$ cat config.mk
export PLATFORM = sky130hd
export DESIGN_NAME = regfile_wb_arbiter_flat
export DESIGN_NICKNAME = d
export VERILOG_FILES = /design/src/rtl/regfile_wb_arbiter_if.sv /design/src/rtl/regfile_wb_arbiter.sv /design/src/flat_wrapper.sv
export SDC_FILE = /design/constraint.sdc
export NUM_CORES = 1
export LEC_CHECK = 0
export ABC_AREA = 0
export BUFFER_PORTS_ARGS = -buffer_cell sky130_fd_sc_hd__buf_2
export CORE_ASPECT_RATIO = 0.7
export CORE_MARGIN = 2
export CORE_UTILIZATION = 31
export CTS_BUF_LIST = sky130_fd_sc_hd__clkbuf_8
export CTS_CLUSTER_SIZE = 10
export DETAILED_ROUTE_END_ITERATION = 10
export PLACE_DENSITY = 0.61
export SLEW_MARGIN = 20
export SYNTH_ARGS = -nofsm -noshare
export SYNTH_HDL_FRONTEND = slang
export SYNTH_SLANG_ARGS = --single-unit
$ cat constraint.sdc
create_clock -name clk -period 1.4 [get_ports clk]
set_input_delay 0.28 -clock clk [delete_from_list [all_inputs] [get_ports clk]]
set_output_delay 0.28 -clock clk [all_outputs]
set_load 0.03 [all_outputs]
$ cat src/rtl/regfile_wb_arbiter_if.sv
// Writeback bus between the two requesters (ALU, LSU) and the register file write port.
// The arbiter connects through the slave modport; the sources and register file side use master.
interface regfile_wb_arbiter_if #(
   parameter int unsigned ADDR_W = 5,
   parameter int unsigned DATA_W = 32
);
   logic              alu_valid;
   logic [ADDR_W-1:0] alu_addr;
   logic [DATA_W-1:0] alu_data;
   logic              alu_ready;
   logic              lsu_valid;
   logic [ADDR_W-1:0] lsu_addr;
   logic [DATA_W-1:0] lsu_data;
   logic              lsu_ready;
   logic [ADDR_W-1:0] write_addr;
   logic [DATA_W-1:0] write_val;
   logic              w;

   modport master (
      output alu_valid, alu_addr, alu_data, lsu_valid, lsu_addr, lsu_data,
      input  alu_ready, lsu_ready, write_addr, write_val, w
   );

   modport slave (
      input  alu_valid, alu_addr, alu_data, lsu_valid, lsu_addr, lsu_data,
      output alu_ready, lsu_ready, write_addr, write_val, w
   );
endinterface

$ cat src/rtl/regfile_wb_arbiter.sv
// Two-source writeback arbiter for the register file write port: round-robin or LSU-priority,
// one registered write per cycle, x0 writes suppressed, saturating stall counter.
module regfile_wb_arbiter #(
   parameter int unsigned ADDR_W   = 5,
   parameter int unsigned DATA_W   = 32,
   parameter int unsigned ARB_MODE = 0,
   parameter int unsigned CNT_W    = 8
) (
   input  logic                  clk,
   input  logic                  rst,
   regfile_wb_arbiter_if.slave   bus,
   input  logic                  wb_hold_i,
   output logic                  last_grant_o,
   output logic [CNT_W-1:0]      stall_cnt_o
);
   logic              alu_gnt, lsu_gnt, stall;
   logic [ADDR_W-1:0] write_addr_q;
   logic [DATA_W-1:0] write_val_q;
   logic              w_q;
   logic              last_grant_q;
   logic [CNT_W-1:0]  stall_cnt_q;

   always_comb begin
      alu_gnt = 1'b0;
      lsu_gnt = 1'b0;
      if (!wb_hold_i) begin
         if (bus.alu_valid && bus.lsu_valid) begin
            // Round-robin: the source that did not win last time takes the conflict.
            if (ARB_MODE != 0 || !last_grant_q) begin
               lsu_gnt = 1'b1;
            end else begin
               alu_gnt = 1'b1;
            end
         end else begin
            alu_gnt = bus.alu_valid;
            lsu_gnt = bus.lsu_valid;
         end
      end
   end

   assign stall = (bus.alu_valid && !alu_gnt) || (bus.lsu_valid && !lsu_gnt);

   always_ff @(posedge clk or posedge rst) begin
      if (rst) begin
         write_addr_q <= '0;
         write_val_q  <= '0;
         w_q          <= 1'b0;
         last_grant_q <= 1'b1;
         stall_cnt_q  <= '0;
      end else begin
         w_q <= 1'b0;
         if (alu_gnt) begin
            write_addr_q <= bus.alu_addr;
            write_val_q  <= bus.alu_data;
            w_q          <= (bus.alu_addr != '0);
            last_grant_q <= 1'b0;
         end else if (lsu_gnt) begin
            write_addr_q <= bus.lsu_addr;
            write_val_q  <= bus.lsu_data;
            w_q          <= (bus.lsu_addr != '0);
            last_grant_q <= 1'b1;
         end
         if (stall && stall_cnt_q != '1) begin
            stall_cnt_q <= stall_cnt_q + 1'b1;
         end
      end
   end

   assign bus.alu_ready  = alu_gnt;
   assign bus.lsu_ready  = lsu_gnt;
   assign bus.write_addr = write_addr_q;
   assign bus.write_val  = write_val_q;
   assign bus.w          = w_q;
   assign last_grant_o   = last_grant_q;
   assign stall_cnt_o    = stall_cnt_q;
endmodule

$ cat src/flat_wrapper.sv
// flat-port wrapper written by rule: the top's interface ports become plain ports
module regfile_wb_arbiter_flat 
#(
   parameter int unsigned ADDR_W   = 5,
   parameter int unsigned DATA_W   = 32,
   parameter int unsigned ARB_MODE = 0,
   parameter int unsigned CNT_W    = 8
)
  (clk, rst, wb_hold_i, last_grant_o, stall_cnt_o, bus_alu_valid, bus_alu_addr, bus_alu_data, bus_lsu_valid, bus_lsu_addr, bus_lsu_data, bus_alu_ready, bus_lsu_ready, bus_write_addr, bus_write_val, bus_w);
  regfile_wb_arbiter_if #(.ADDR_W(ADDR_W), .DATA_W(DATA_W)) bus_i ();
  input  logic clk;
  input  logic rst;
  input  logic wb_hold_i;
  output logic last_grant_o;
  output logic [CNT_W-1:0] stall_cnt_o;
  input wire logic [$bits(bus_i.alu_valid)-1:0] bus_alu_valid;
  input wire logic [$bits(bus_i.alu_addr)-1:0] bus_alu_addr;
  input wire logic [$bits(bus_i.alu_data)-1:0] bus_alu_data;
  input wire logic [$bits(bus_i.lsu_valid)-1:0] bus_lsu_valid;
  input wire logic [$bits(bus_i.lsu_addr)-1:0] bus_lsu_addr;
  input wire logic [$bits(bus_i.lsu_data)-1:0] bus_lsu_data;
  output wire logic [$bits(bus_i.alu_ready)-1:0] bus_alu_ready;
  output wire logic [$bits(bus_i.lsu_ready)-1:0] bus_lsu_ready;
  output wire logic [$bits(bus_i.write_addr)-1:0] bus_write_addr;
  output wire logic [$bits(bus_i.write_val)-1:0] bus_write_val;
  output wire logic [$bits(bus_i.w)-1:0] bus_w;
  assign bus_i.alu_valid = bus_alu_valid;
  assign bus_i.alu_addr = bus_alu_addr;
  assign bus_i.alu_data = bus_alu_data;
  assign bus_i.lsu_valid = bus_lsu_valid;
  assign bus_i.lsu_addr = bus_lsu_addr;
  assign bus_i.lsu_data = bus_lsu_data;
  assign bus_alu_ready = bus_i.alu_ready;
  assign bus_lsu_ready = bus_i.lsu_ready;
  assign bus_write_addr = bus_i.write_addr;
  assign bus_write_val = bus_i.write_val;
  assign bus_w = bus_i.w;
  regfile_wb_arbiter #(.ADDR_W(ADDR_W), .DATA_W(DATA_W), .ARB_MODE(ARB_MODE), .CNT_W(CNT_W)) u_core (.clk(clk), .rst(rst), .bus(bus_i), .wb_hold_i(wb_hold_i), .last_grant_o(last_grant_o), .stall_cnt_o(stall_cnt_o));
endmodule
==> impl_metrics.toml <==
[final_layout]
fin_nets = 395
layout-drive-gt1-share = 0.554
final_util = 0.486
antennaDiodeCount = 0
area_growth_pct = 50.6
fin_cells = 394

[timing]
slew_headroom = 0.791
setup_ws_ns = -0.132
setup_viol = 12
worst_pin_slew_ns = 0.313
clock_skew_ns = 0.00489
fin_crit_sh = 1.09
rsz0062_at_grt = "true"
fmax_ghz = 0.653
min_period_ns = 1.53
hold_viol_final = 0
drv_slew = 0

[logic_synthesis]
synth-seq-cells = 47
yosys.area.top_type = "dfrtp_1"
yosysUniqueCellTypes = 28
ys.flop_type = "dfrtp_1"
synth_area_mm2 = 0.00202
synthCells = 171
yosys-top-cells-area = "dfrtp_1, a222oi_1, inv_1"
yosysSeqAreaShare = 0.582
yosysWarningCount = 0
synth_edf_count = 0
syn_avg_cell_area_um2 = 11.8
synth_top_area_share = 0.569
syn_nets = 251
synth.most_common_cell = "dfrtp_1"
yosys-top-cells-count = "dfrtp_1, inv_1, a222oi_1, buf_2"
ys_async_sr_fraction = 1.00

[critical_path]
end_kind = "primary output"
worst_setup_path_start_kind = "flop"
crit_type = "flop to primary output"
worstPathArrival_ns = 1.25
required_ns = 1.12
cp_max_fo = 2

[drt]
vias_per_cell = 4.96
drcViolationCount = 0
wl_per_cell_um = 14.0
route.final.wire_length_um = 5530
drt_iter0_drc = 201
drt-pass1-iter-count = 7
dr_total_vias = 1953
postRouteAntennaNets = 0

[floorplanning]
core_mm2 = 0.00628
die_h_um = 71.6
initial_core_util = 0.323
ios = 128
rows = 24
fp.dieW_um = 101
die-area_mm2 = 0.00720

[clock_tree]
clock_sinks = 47
cts_root_buf = "clkbuf_8"
cts_buffer_depth = 2
cts_max_level = 2
cts_buffers = 5
clkTransAtPathRegs_ns = 0.08
clk_latency_ns = 0.28
tritoncts = "yes"

[pwr]
p_total_uw = 4430
vdd_drop_max_uv = 586
p_leak_uw = 0.00170
cellPowerDensity_mw_per_mm2 = 1450

[grt]
grt_max_degree = 38
grt_pass1_wl_um = 8470
grt_overflow = 0
track_usage = 0.150
antenna_found_initial = 0
grt_pass1_vias = 1818

[place]
hpwl_um = 4120
place.gp.congestion = 0.771
dp_cells = 383
portBuffers = 127

[job]
cap_violations = 0

[run_status]
outcome = "finished, violations left"
violations = "setup timing"

[worst_hold_path]
holdCritPathClass = "input port to asynchronous set/reset pin"
cells by family after synthesis:
family,count (synthesis),share of synthesized area
muxes,2,0.0111
and+or+nand+nor,16,0.0488
xor gates and xnor gates,4,0.0173
adders and majority gates,2,0.0117
AOI/OAI and AO/OA,49,0.224
buffers and inverters,51,0.105
DFF,47,0.582
sequential cells by signal, indices dropped and copies added, names as in the netlist:
signal / count
u_core.bus.w: 1
u_core.bus.write_addr: 5
u_core.bus.write_val: 32
u_core.last_grant_o: 1
u_core.stall_cnt_o: 8
final timing paths:
path	slack, ns	endpoint	from	cells past startpoint
setup / recovery	-0.13	bus_alu_ready	u_core.last_grant_o$_DFFE_PP1P_	4
hold / removal	0.05	u_core.bus.write_val[7]$_DFFE_PP0P_	rst	3
setup reg to reg	-0.05	u_core.bus.write_val[29]$_DFFE_PP0P_	u_core.last_grant_o$_DFFE_PP1P_	5
hold reg to reg	0.49	u_core.bus.write_addr[4]$_DFFE_PP0P_	u_core.bus.write_addr[4]$_DFFE_PP0P_	2
max in group asynchronous	1.06	u_core.last_grant_o$_DFFE_PP1P_	rst	3
min in group clk	0.20	u_core.bus.write_val[10]$_DFFE_PP0P_	bus_lsu_data[10]	3
power breakdown:
part	internal [uW]	total, uW	switching [uW]
combinational	720	1860	1140
sequential	1660	1830	171
clock	336	740	404
total	2710	4430	1720
stage by stage:
stage               cell area (um2)  setup WS, ns    TNS (ns)  hold WS [ns]
floorplan                      2060       -0.0686     -0.0888         0.303
global placement               2900       0.00653           0         0.367
detailed placement             2900    -0.0000824  -0.0000824         0.369
CTS                            3030        -0.178      -0.380        0.0459
global route                   3050        -0.182       -1.91        0.0636
finish                         3050        -0.132      -0.409        0.0461
layer usage:
metal  track usage  wire (um)  up-vias
met5             0          0        -
met4        0.0320         14        0
met3        0.0361        457        2
met2         0.253       2550      106
met1         0.196       2500      907
li1              -          -      938
worst max-delay path, stage by stage (launching register included):
cell and delay [ns]:
dfstp_2 0.54, inv_2 0.04, a21oi_4 0.15, buf_12 0.12, buf_8 0.11
cell type report:
class                      count  area [um2]
tap                           78        97.6
multi-input combinational     73         667
timing repair buffer         148         865
clock inverter                 3        12.5
clock buffer                   5        68.8
sequential                    47        1180
inverter                      40         154
fill                         595        3230
cell usage in the layout, fill, tap and decap left out, types with 3 or more instances in the layout:
master	Yosys	layout
inv_1	40	40
a222oi_1	37	37
nand2b_1	3	3
dfrtp_1	46	40
clkbuf_8	0	5
dfrtp_2	0	6
buf_4	0	16
o21ai_0	3	3
buf_6	2	3
xnor2_1	4	4
buf_2	5	124
buf_12	0	3
repair_timing:
action | 4_1_cts | 5_1_grt
pin swaps | 1 | 2
gates resized for setup | 10 | 4
setup buffers | 2 | 1
setup endpoints to repair | 3 | 42
hold buffers | 0 | 0
hold endpoints to repair | 0 | 0
(Power assumes the default switching activity.)
